[src/rtl/vgg_fifo_pkg.sv]
// rtl/vgg_fifo_pkg.sv - width helpers shared by the VGG16 streaming FIFOs
package vgg_fifo_pkg;

    function automatic int cnt_w(input int depth);
        return $clog2(depth + 1);
    endfunction

    // A 2-entry FIFO still needs one pointer bit.
    function automatic int ptr_w(input int depth);
        return (depth <= 2) ? 1 : $clog2(depth);
    endfunction

    function automatic int entry_w(input int data_width, input int channel);
        return data_width * channel;
    endfunction

endpackage

[src/rtl/fifo_wrap_ptr.sv]
// rtl/fifo_wrap_ptr.sv - FIFO pointer that wraps from DEPTH-1 to 0 (any DEPTH)
module fifo_wrap_ptr #(
    parameter int DEPTH = 8,
    parameter int PTR_W = 3
) (
    input  logic             clk,
    input  logic             rst,
    input  logic             inc,
    output logic [PTR_W-1:0] ptr
);

    always_ff @(posedge clk) begin
        if (rst) begin
            ptr <= '0;
        end else if (inc) begin
            ptr <= (ptr == PTR_W'(DEPTH - 1)) ? '0 : ptr + PTR_W'(1);
        end
    end

endmodule

[src/rtl/fifo_fwft_mc.sv]
// rtl/fifo_fwft_mc.sv - multi-channel show-ahead FIFO; FIFO_ERR_FLAGS_EN enables sticky overflow/underflow
module fifo_fwft_mc
    import vgg_fifo_pkg::*;
#(
    parameter  int DATA_WIDTH = 32,
    parameter  int CHANNEL    = 3,
    parameter  int DEPTH      = 8,
    parameter  int AFULL_TH   = 6,
    parameter  int AEMPTY_TH  = 2,
    localparam int W          = entry_w(DATA_WIDTH, CHANNEL),
    localparam int CNT_W      = cnt_w(DEPTH),
    localparam int PTR_W      = ptr_w(DEPTH)
) (
    input  logic             clk,
    input  logic             rst,
    input  logic             wr_req,
    input  logic [W-1:0]     data_in,
    input  logic             rd_req,
    output logic [W-1:0]     data_out,
    output logic             empty,
    output logic             full,
    output logic             almost_full,
    output logic             almost_empty,
    output logic [CNT_W-1:0] count,
    output logic             overflow,
    output logic             underflow
);

    logic [W-1:0]     mem [0:DEPTH-1];
    logic [PTR_W-1:0] rd_ptr;
    logic [PTR_W-1:0] wr_ptr;
    logic             wr_ok;
    logic             rd_ok;
    logic [CNT_W-1:0] count_next;

    // A write at full is still accepted when the head is popped in the same cycle.
    assign wr_ok      = wr_req & (~full | rd_req);
    assign rd_ok      = rd_req & ~empty;
    assign count_next = count + CNT_W'(wr_ok) - CNT_W'(rd_ok);

    fifo_wrap_ptr #(.DEPTH(DEPTH), .PTR_W(PTR_W)) u_wr_ptr (
        .clk (clk),
        .rst (rst),
        .inc (wr_ok),
        .ptr (wr_ptr)
    );

    fifo_wrap_ptr #(.DEPTH(DEPTH), .PTR_W(PTR_W)) u_rd_ptr (
        .clk (clk),
        .rst (rst),
        .inc (rd_ok),
        .ptr (rd_ptr)
    );

    always_ff @(posedge clk) begin
        if (wr_ok && !rst) begin
            mem[wr_ptr] <= data_in;
        end
    end

    always_ff @(posedge clk) begin
        if (rst) begin
            count        <= '0;
            empty        <= 1'b1;
            full         <= 1'b0;
            almost_full  <= 1'b0;
            almost_empty <= 1'b1;
        end else begin
            count        <= count_next;
            empty        <= (count_next == '0);
            full         <= (count_next == CNT_W'(DEPTH));
            almost_full  <= (count_next >= CNT_W'(AFULL_TH));
            almost_empty <= (count_next <= CNT_W'(AEMPTY_TH));
        end
    end

    // Head is read combinationally so it is visible the cycle after it is written.
    assign data_out = empty ? '0 : mem[rd_ptr];

`ifdef FIFO_ERR_FLAGS_EN
    always_ff @(posedge clk) begin
        if (rst) begin
            overflow  <= 1'b0;
            underflow <= 1'b0;
        end else begin
            if (wr_req && !wr_ok) overflow  <= 1'b1;
            if (rd_req && empty)  underflow <= 1'b1;
        end
    end
`else
    assign overflow  = 1'b0;
    assign underflow = 1'b0;
`endif

endmodule

[config.mk]
export PLATFORM = sky130hd
export DESIGN_NAME = fifo_fwft_mc
export DESIGN_NICKNAME = d
export VERILOG_FILES = /design/src/rtl/vgg_fifo_pkg.sv /design/src/rtl/fifo_wrap_ptr.sv /design/src/rtl/fifo_fwft_mc.sv
export SDC_FILE = /design/constraint.sdc
export NUM_CORES = 1
export LEC_CHECK = 0
export BUFFER_PORTS_ARGS = -buffer_cell sky130_fd_sc_hd__buf_4
export CELL_PAD_IN_SITES_DETAIL_PLACEMENT = 1
export CELL_PAD_IN_SITES_GLOBAL_PLACEMENT = 1
export CORE_AREA = 2 2 265 267
export DETAILED_ROUTE_END_ITERATION = 12
export DIE_AREA = 0 0 267 269
export HOLD_SLACK_MARGIN = 0.15
export MAX_ROUTING_LAYER = met4
export PLACE_DENSITY = 0.66
export SYNTH_ARGS = -nofsm -noshare
export SYNTH_HDL_FRONTEND = slang
export SYNTH_SLANG_ARGS = --single-unit
[constraint.sdc]
create_clock -name clk -period 13.1 [get_ports clk]
set_input_delay 0 -clock clk [delete_from_list [all_inputs] [get_ports clk]]
set_output_delay 0 -clock clk [all_outputs]
set_load 0.01 [all_outputs]
==> results of run 1 <==
## kinds of logic after synthesis
logic type	count (synthesis)	share of synthesized area
flip-flops	785	0.779
AND/OR/NAND/NOR	128	0.0179
multiplexers	291	0.177
AO/OA/AOI/OAI	14	0.00279
XOR/XNOR	2	0.000583
adder cells (fa/ha/maj)	9	0.00400
other	1	0.000125
buffers and inverters	76	0.0189
## final timing paths
path / start / to / depth (start not counted)
setup / recovery: u_wr_ptr.ptr[0] / mem[5][4] / 5
hold / removal: data_in[35] / mem[5][35] / 2
setup reg to reg: u_wr_ptr.ptr[0] / mem[5][4] / 5
hold reg to reg: u_rd_ptr.ptr[2] / flop / 2
## area by class of cell
| class | count | share of cell area |
|---|---|---|
| diodes | 7 | 0.000481 |
| clock buffers | 100 | 0.0600 |
| clock inverters | 45 | 0.0111 |
| inverters | 6 | 0.000619 |
| multi-input cells | 446 | 0.168 |
| flip-flops and latches | 785 | 0.643 |
| well taps | 940 | 0.0323 |
| repair buffers | 359 | 0.0838 |
## power by group through the flow
| stage | logic (W) | registers (W) | clock network [W] |
|---|---|---|---|
| floorplan | 0.000616 | 0.00291 | 0 |
| global placement | 0.000912 | 0.00295 | 0 |
| detailed placement | 0.000925 | 0.00295 | 0 |
| CTS | 0.000964 | 0.00290 | 0.00230 |
| global route | 0.00102 | 0.00291 | 0.00238 |
| finish | 0.000936 | 0.00290 | 0.00225 |
## layout by cell type (no fill, tap or decap), types with 7 or more instances in the layout
master         count
mux2i_1           99
clkinv_1          13
clkinv_2          20
diode_2            7
buf_4            225
mux4_2           192
ha_1               8
bufinv_16          7
clkbuf_1          15
dlygate4sd3_1    132
dfxtp_1           13
edfxtp_1         768
clkbuf_16         85
nor2_1           101
## per-stage QoR
step	worst slack [ns]	instance area, sq um
after global routing	9.10	36400
after floorplan	1.73	30100
after global placement	9.28	32500
after CTS	9.20	36400
final	9.31	36400
after detailed placement	9.22	32500
## repair_timing
action	in CTS	in global routing
hold endpoints to repair	786	0
endpoints found under the setup margin	0	0
hold buffers	132	0
## state kept, by name (all words and copies together), names as in the netlist, named ones only
name          cells
almost_empty      1
mem             768
full              1
almost_full       1
empty             1
u_rd_ptr.ptr      3
count             4
u_wr_ptr.ptr      3
## metal layers
| layer | share of wire | GRT usage | wire, um |
|---|---|---|---|
| met5 | 0 | - | 0 |
| met4 | 0.023 | 0.0538 | 1510 |
| met3 | 0.042 | 0.0319 | 2770 |
| met2 | 0.52 | 0.322 | 34000 |
| met1 | 0.42 | 0.247 | 27700 |
==> results.md, run 1 <==
* Result of the run: finished clean
* Clk Latency, worst-skew pair at 0.62 ns
* Sum of internal, switching and leakage power at 0.00608 W
* CP startpoint kind: flop
* Average cell area after synthesis at 23.0 sq um
* Internal power at 0.00462 W
* Data arrival at the endpoint of the critical path at 4.02 ns
* Switch Pwr at 0.00146 W
* Min Clock Period, post-route at 3.79 ns
* Maximum number of pins on one net before global-route repair at 135
* Via density per instance at 5.29
* Multi-input gate area at 6130 sq um
* Number of max-slew violations in the final report at 0
* Count of flip-flops with a built-in enable after synthesis at 768
* Leading cell types by count after synthesis: edfxtp_1 (768), mux4_2 (192), nor2_1 (104), mux2i_1 (99), buf_2 (24)
* FF+latch area at 23,400 sq um
* Count of endpoints failing setup in the final report at 0
* Clk sink count at 785
* Class of the most critical setup path: flop to flop
* Global placer's final weighted congestion at 0.693
* Routed wire length per instance at 24.6 um
* Height of the die at 269 um
* Largest cells by area after synthesis: edfxtp_1 (77%), mux4_2 (14%), mux2i_1 (3.3%)
* Setup TNS at 0 ns
* Total Nets Final at 1,788
* Area growth syn-to-layout at 21.2%
* Die Width at 267 um
* Standard-cell row count at 97
* Critical Path Sink Type: flop
* Cell type with the highest occurrence count on the critical path: buf_4
* Cell chosen for the clock root: clkbuf_16
* Placed instance count at 2,404
* Required time of the critical path at 13.33 ns
* CP Cell Sequence: inv_1, or4_1, nor2_4, buf_4, buf_4
* Prevailing post-synth register cell: edfxtp_1
* Total Wirelength at 66.0 mm
* Half-perimeter wire length after detailed placement at 35.9 mm
* Fin. Hold Viols at 0
* Worst-Margin Slew at 1.11 ns
* Total standard cell area after synthesis at 30,000 sq um
* Proportion of synthesized chip area in sequential cells at 0.779
* Family of cells with the greatest summed delay on the critical path: buffers and inverters
* Worst reg2reg setup slack at 9.31 ns
* Clock Power Share at 0.370
* Core ar. at 69,300 sq um
* Total track usage at 0.193
* Fraction of layout instances using a drive strength above 1 at 0.316
* Maximum count of clock buffers along a single path at 3
* Power Dens Cells at 167 nW/um^2
* Aggregate global routing overflow at 0
* I/O Buffers at 203
* Number of standard cells in the final layout excluding fillers at 2,688
* Final period util at 0.289
* Most used standard cell by instance count after synthesis: edfxtp_1
* Post-synth top area cell: edfxtp_1
* Drt pass-1 iters at 5
* Number of top-level pins at 206
* Vias in the first global route at 15,592
* DIE AREA at 71,800 sq um
* Via count at 14,219
* Power share of the combinational group at 0.154
* Number of design rule violations left after detail routing at 0
* H-tree lvl count at 3
* Post-synthesis instance total at 1,306
* Resized cells post-CTS at 0
* Number of buffers created by CTS at 81
* Net switching fraction of the power at 0.241
* Master of the slowest instance on the critical path: buf_4
* Unique masters post-synth at 33
* Asr flop ratio synth at 0
* Worst-path clk slew at 0.06 ns
* Top-area cell type share of the netlist area at 0.767
* Hold slack at 0.171 ns
* Fmax at 264 MHz
* Fillcell total at 6,065
* Unrepaired setup endpoints after global routing: no
* Peak ir drop on the vdd network at 0.104 mV
* Buffers inserted during post-CTS setup optimization at 0
* Total leakage power at 11.6 nW
* Flip-flop and latch count after synthesis at 785
* Number of violations reported at the end of detailed-routing iteration 0 at 911
* Clock skew at 0.0172 ns
* Yosys warns at 0
* Final Util at 0.525
* Starting Density at 0.434
* Buffer and inverter count on the worst path at 3
* Critical Path Max Stage Delay at 0.75 ns
* Worst slew slack as a fraction of its limit at 0.257
* Highest fanout seen on the critical path at 44
* Sequential cell fraction of total power at 0.476
* Global-route wire length before repair at 99.1 mm
* Maximum capacitance violations at 0
* Hold Path Class: input port to flop
* Number of antenna violations at the first check in global routing at 7
* TritonCTS clock tree: done
* DRT antenna net count at 0
No activity file was read; power rests on OpenSTA's default activity.
==> inputs of run 2 (changes only) <==
--- a/config.mk
+++ b/config.mk
@@ -13,7 +13,7 @@
 export DIE_AREA = 0 0 267 269
 export HOLD_SLACK_MARGIN = 0.15
 export MAX_ROUTING_LAYER = met4
-export PLACE_DENSITY = 0.66
+export PLACE_DENSITY = 0.69
 export SYNTH_ARGS = -nofsm -noshare
 export SYNTH_HDL_FRONTEND = slang
 export SYNTH_SLANG_ARGS = --single-unit
==> constraint.sdc (replaced) <==
create_clock -name clk -period 3.4 [get_ports clk]
set_input_delay 0 -clock clk [delete_from_list [all_inputs] [get_ports clk]]
set_output_delay 0 -clock clk [all_outputs]
set_load 0.01 [all_outputs]
==> results.md, run 2 (synthesized netlist as in run 1, its figures left out) <==
* Cell chosen for the clock root: clkbuf_16
* Global placer's final weighted congestion at 0.728 (+5.1%)
* Core ar. at 69,300 sq um (unchanged)
* Unrepaired setup endpoints after global routing: no
* Number of antenna violations at the first check in global routing at 6 (-1)
* Sum of internal, switching and leakage power at 0.0233 W (+280%)
* Vias in the first global route at 15,703 (+0.71%)
* Aggregate global routing overflow at 0 (unchanged)
* Total leakage power at 11.8 nW (+1.4%)
* Fmax at 365 MHz
* Class of the most critical setup path: flop to primary output
* Register bank with the most flops: mem
* Cell type with the highest occurrence count on the critical path: buf_4
* Result of the run: finished clean
* Leading cell type in the layout, fill and taps excluded: edfxtp_1
* Critical Path Max Stage Delay at 0.64 ns (-0.11 ns)
* Final period util at 0.806
* H-tree lvl count at 3 (unchanged)
* Clk Latency, worst-skew pair at 0.62 ns (about the same)
* Clk sink count at 785 (unchanged)
* Area post-placement at 33,000 sq um (+1.5%)
* Buffers inserted during post-CTS setup optimization at 0 (unchanged)
* Setup TNS at 0 ns (unchanged)
* Maximum count of clock buffers along a single path at 3 (unchanged)
* TritonCTS clock tree: done
* Master of the slowest instance on the critical path: dfxtp_4
* Total Nets Final at 1,820 (+1.8%)
* Number of flip-flops under the largest register name at 768 (unchanged)
* Drt pass-1 iters at 4 (-1)
* Hold slack at 0.172 ns (+0.00131 ns)
* Required time of the critical path at 3.40 ns (-9.93 ns)
* Number of buffers created by CTS at 81 (unchanged)
* Highest fanout seen on the critical path at 28 (-36%)
* Height of the die at 269 um (unchanged)
* DRT antenna net count at 0 (unchanged)
* Family of cells with the greatest summed delay on the critical path: multiplexers
* Routed wire length per instance at 24.5 um (about the same)
* Half-perimeter wire length after detailed placement at 38.2 mm (+6.6%)
* Maximum number of pins on one net before global-route repair at 97 (-28%)
* Number of max-slew violations in the final report at 0 (unchanged)
* I/O Buffers at 203 (unchanged)
* Die Width at 267 um (unchanged)
* Standard-cell row count at 97 (unchanged)
* Worst-Margin Slew at 1.16 ns (+0.0510 ns)
* Fin. Hold Viols at 0 (unchanged)
* PnR worst setup slack at 0.659 ns (-8.65 ns)
* Data arrival at the endpoint of the critical path at 2.74 ns (-1.28 ns)
* Number of design rule violations left after detail routing at 0 (unchanged)
* Worst-path clk slew at 0.06 ns (about the same)
* Count of endpoints failing setup in the final report at 0 (unchanged)
* Global-route wire length before repair at 99.6 mm (+0.52%)
* Total track usage at 0.195 (+0.00225)
* Maximum capacitance violations at 0 (unchanged)
* CP startpoint kind: flop
* Total Wirelength at 66.7 mm (+1.1%)
* Commonest cells after routing, fill and taps aside: edfxtp_1 (768), buf_4 (222), mux4_2 (192)
* Hold Path Class: input port to flop
* Area growth syn-to-layout at 23.0%
* Worst slew slack as a fraction of its limit at 0.218 (-0.0398)
* Fraction of layout instances using a drive strength above 1 at 0.318 (+0.00199)
* Final design area excluding fillers at 37,000 sq um (+1.5%)
* Number of violations reported at the end of detailed-routing iteration 0 at 1,108 (+22%)
* Power Dens Cells at 631 nW/um^2 (+280%)
* Number of top-level pins at 206 (unchanged)
* Worst-case setup slack after placement at 0.822 ns (-8.39 ns)
* Via count at 14,324 (+0.74%)
* DIE AREA at 71,800 sq um (unchanged)
* CP Cell Sequence: buf_4, mux4_2, mux2i_1, nor2_1, buf_4
* Registers with the most flip-flops: mem (768), count (4)
* Critical Path Sink Type: primary output
* Starting Density at 0.434 (unchanged)
* Min Clock Period, post-route at 2.74 ns
* Clock skew at 0.0134 ns (-0.00371 ns)
* Peak ir drop on the vdd network at 0.383 mV (+270%)
* Via density per instance at 5.27 (-0.37%)
* Buffer and inverter count on the worst path at 2 (-1)
-- run 2: cell type report --
cell class / count / area [sq um]
Inverter: 6 / 22.5
Tap cell: 940 / 1180
Sequential cell: 785 / 23400
Clock buffer: 101 / 2170
Fill cell: 6071 / 32300
Antenna cell: 7 / 17.5
Multi-Input combinational cell: 446 / 6190
Clock inverter: 42 / 360
Timing Repair Buffer: 391 / 3610
-- run 2: power breakdown --
group / internal, W / leakage, nW / switching (W) / total, W
sequential: 0.0109 / 7.08 / 0.000115 / 0.0110
combinational: 0.00188 / 3.47 / 0.00199 / 0.00386
clock: 0.00495 / 1.22 / 0.00351 / 0.00847
-- run 2: path summary, 6_finish.rpt --
kind | startpoint | endpoint | slack [ns] | cells past startpoint
max reg2reg | u_wr_ptr.ptr[0] | mem[5][64] | 0.83 | 4
max | flop | data_out[70] | 0.66 | 5
min reg2reg | u_rd_ptr.ptr[2] | flop | 0.54 | 2
min | data_in[13] | mem[2][13] | 0.17 | 2
-- run 2: layer usage --
metal | vias to the layer above | share of wire | global-route usage | routed length (um)
met5 | - | 0 | - | 0
met4 | 0 | 0.021 | 0.0510 | 1390
met3 | 102 | 0.039 | 0.0311 | 2580
met2 | 308 | 0.52 | 0.328 | 34600
met1 | 7657 | 0.42 | 0.250 | 28100
li1 | 6257 | - | - | -
-- run 2: repair_timing --
action / CTS / global route
endpoints found under the setup margin: 0 / 0
hold buffers: 144 / 0
gates resized for setup: 0 / 0
endpoints found under the hold margin: 888 / 0
-- run 2: stage by stage --
step	utilization	cells
5_1_grt	0.533	2717
2_1_floorplan	-	1307
3_3_place_gp	0.476	2424
3_5_place_dp	0.476	2424
6_report	0.533	2718
4_1_cts	0.533	2711
-- run 2: worst register-to-register path, delay by kind of cell, from the launching register on --
kind / cells / cell delay [ns]
flip-flops: 1 / 0.49
AND/OR/NAND/NOR: 2 / 1.29
buffers and inverters: 2 / 0.42
==> inputs of run 3 (changes only) <==
--- a/config.mk
+++ b/config.mk
@@ -13,7 +13,7 @@
 export DIE_AREA = 0 0 267 269
 export HOLD_SLACK_MARGIN = 0.15
 export MAX_ROUTING_LAYER = met4
-export PLACE_DENSITY = 0.69
+export PLACE_DENSITY = 0.66
 export SYNTH_ARGS = -nofsm -noshare
 export SYNTH_HDL_FRONTEND = slang
 export SYNTH_SLANG_ARGS = --single-unit
==> constraint.sdc (replaced) <==
create_clock -name clk -period 2.7 [get_ports clk]
set_input_delay 0 -clock clk [delete_from_list [all_inputs] [get_ports clk]]
set_output_delay 0 -clock clk [all_outputs]
set_load 0.01 [all_outputs]
==> results.md, run 3 (synthesized netlist as in run 1, its figures left out) <==
* Result of the run: finished clean
* Critical Path Max Stage Delay at 0.55 ns (-0.09 ns)
* Number of antenna violations at the first check in global routing at 8 (+2)
* Routed wire length per instance at 24.1 um (-1.8%)
* Hold EP: mem[3][54]
* Unrepaired setup endpoints after global routing: no
* Worst-path clk slew at 0.06 ns (about the same)
* Highest fanout seen on the critical path at 44 (+57%)
* Critical register-to-register path endpoint: full
* Worst reg2reg setup slack at 0.30 ns (-0.53 ns)
* Critical R2R Launch: full
* Number of design rule violations left after detail routing at 0 (unchanged)
* Peak ir drop on the vdd network at 0.477 mV (+24%)
* Count of endpoints failing setup in the final report at 0 (unchanged)
* Global placer's final weighted congestion at 0.713 (-2.0%)
* CP Cell Sequence: buf_12, mux4_2, mux2i_1, nor2_1, buf_4
* Total leakage power at 11.8 nW (+0.34%)
* Aggregate global routing overflow at 0 (unchanged)
* Placed instance count at 2,426 (+0.083%)
* Starting Density at 0.434 (unchanged)
* Power Dens Cells at 789 nW/um^2 (+25%)
* Number of cell instances on the worst register-to-register path at 8 (+4)
* Clk Latency, worst-skew pair at 0.61 ns (about the same)
* Number of standard cells in the final layout excluding fillers at 2,721 (+0.11%)
* Worst-Margin Slew at 0.673 ns (-0.492 ns)
* Via density per instance at 5.21 (-1.2%)
* Final period util at 0.945
* Fillcell total at 6,022 (-0.81%)
* Number of flip-flops under the largest register name at 768 (unchanged)
* CP startpoint kind: flop
* Core ar. at 69,300 sq um (unchanged)
* Vias in the first global route at 15,755 (+0.33%)
* Required time of the critical path at 2.70 ns (-0.70 ns)
* Fraction of layout instances using a drive strength above 1 at 0.323 (+0.00528)
* Global routing usage on met1 at 0.248 (-0.00168)
* Fmax at 392 MHz
* Number of max-slew violations in the final report at 0 (unchanged)
* Worst slew slack as a fraction of its limit at 0.552 (+0.334)
* Critical Path Sink Type: primary output
* Instance count along the most critical hold path at 2 (unchanged)
* Drt pass-1 iters at 4 (unchanged)
* Fin. Hold Viols at 0 (unchanged)
* Final Util at 0.534 (+0.00105)
* Total Wirelength at 65.6 mm (-1.7%)
* Global-route wire length before repair at 98.8 mm (-0.84%)
* TritonCTS clock tree: done
* Half-perimeter wire length after detailed placement at 36.6 mm (-4.2%)
* Registers with the most flip-flops: mem (768), count (4)
* Met3 Use GR at 0.0313 (+0.000274)
* Height of the die at 269 um (unchanged)
* Cell chosen for the clock root: clkbuf_16
* Class of the most critical setup path: flop to primary output
* Total track usage at 0.192 (-0.00360)
* Number of violations reported at the end of detailed-routing iteration 0 at 914 (-18%)
* DRT antenna net count at 0 (unchanged)
* Total Nets Final at 1,824 (+0.22%)
* Standard-cell row count at 97 (unchanged)
* Hold Path Class: input port to flop
* Data arrival at the endpoint of the critical path at 2.55 ns (-0.19 ns)
* Maximum capacitance violations at 0 (unchanged)
* Maximum number of pins on one net before global-route repair at 70 (-28%)
* Min Clock Period, post-route at 2.55 ns
* Number of buffers created by CTS at 79 (-2.5%)
* Clock skew at 0.0178 ns (+0.00439 ns)
* Commonest cells after routing, fill and taps aside: edfxtp_1 (768), buf_4 (221), mux4_2 (192)
* GR Layer Usage met2 at 0.319 (-0.00950)
* Area growth syn-to-layout at 23.3%
* Leading cell type in the layout, fill and taps excluded: edfxtp_1
* FF+latch area at 23,400 sq um (about the same)
* Master of the slowest instance on the critical path: mux4_2
* Origin of the worst min-delay path: data_in[54]
* I/O Buffers at 203 (unchanged)
* DIE AREA at 71,800 sq um (unchanged)
* H-tree lvl count at 3 (unchanged)
* Register bank with the most flops: mem
* Via count at 14,172 (-1.1%)
* Gr busiest metal: met2
* Number of top-level pins at 206 (unchanged)
* Maximum count of clock buffers along a single path at 3 (unchanged)
* Die Width at 267 um (unchanged)
* Multi-input gate area at 6200 sq um (+0.12%)
* Clk sink count at 785 (unchanged)
==> run 3: changes by cell type in the layout (fill, tap and decap cells not counted), moves of 2 or more <==
cell,change
mux2i_2,+2
clkinv_2,+5
mux2i_1,-2
clkinv_1,-5
buf_16,+2
buf_6,+3
==> run 3: per-layer routing <==
metal / part of all wire / up-vias
met5: 0 / -
met4: 0.014 / 0
met3: 0.041 / 70
met2: 0.52 / 291
met1: 0.43 / 7546
li1: - / 6265
==> run 3: final cells by class <==
type                            count  share of cell area
Multi-Input combinational cell    446               0.167
Inverter                            6            0.000608
Clock inverter                     41             0.00909
Antenna cell                        8            0.000541
Clock buffer                       98              0.0570
Sequential cell                   785               0.632
Tap cell                          940              0.0318
Timing Repair Buffer              397               0.101
==> run 3: repair_timing <==
item                                    4_1_cts  5_1_grt
hold buffers                                143        0
hold endpoints to repair                    863        0
pin swaps                                     0        0
setup buffers                                 0        3
gates cloned                                  0        2
endpoints found under the setup margin        7       22
resized for setup                             5        2
==> run 3: how the worst max path moves through the flow <==
stage / start / cells past startpoint / end
global placement: u_wr_ptr.ptr[0] / 4 / mem[1][63]
finish: flop / 5 / data_out[53]
CTS: flop / 6 / data_out[65]
detailed placement: full / 8 / full
floorplan: full / 3 / mem[0][0]
global route: flop / 5 / data_out[0]
==> run 3: metrics by stage <==
| stage | setup TNS [ns] | cell area (sq um) | power [W] | hold slack (ns) | setup slack (ns) |
|---|---|---|---|---|---|
| global placement | 0 | 33000 | 0.0188 | 0.230 | 0.318 |
| finish | 0 | 37000 | 0.0292 | 0.177 | 0.148 |
| detailed placement | 0 | 33000 | 0.0189 | 0.236 | 0.288 |
| global route | 0 | 37000 | 0.0304 | 0.162 | 0.0241 |
| CTS | -0.000638 | 36900 | 0.0296 | 0.151 | -0.000638 |
| floorplan | -823.86 | 30200 | 0.0171 | 0.0989 | -1.55 |
==> run 3: report_power, final <==
group	switching (W)	total (W)	internal, W	leakage, nW
Combinational	0.00249	0.00495	0.00247	3.54
Clock	0.00440	0.0104	0.00602	1.20
Sequential	0.000138	0.0139	0.0137	7.08
Total	0.00702	0.0292	0.0222	11.8
==> run 3: worst max-delay path, delay by kind of cell (launching register included) <==
family	cells	cell delay, ns
simple gates	1	0.08
flops	1	0.43
mux	2	0.85
buf+inv	2	0.50
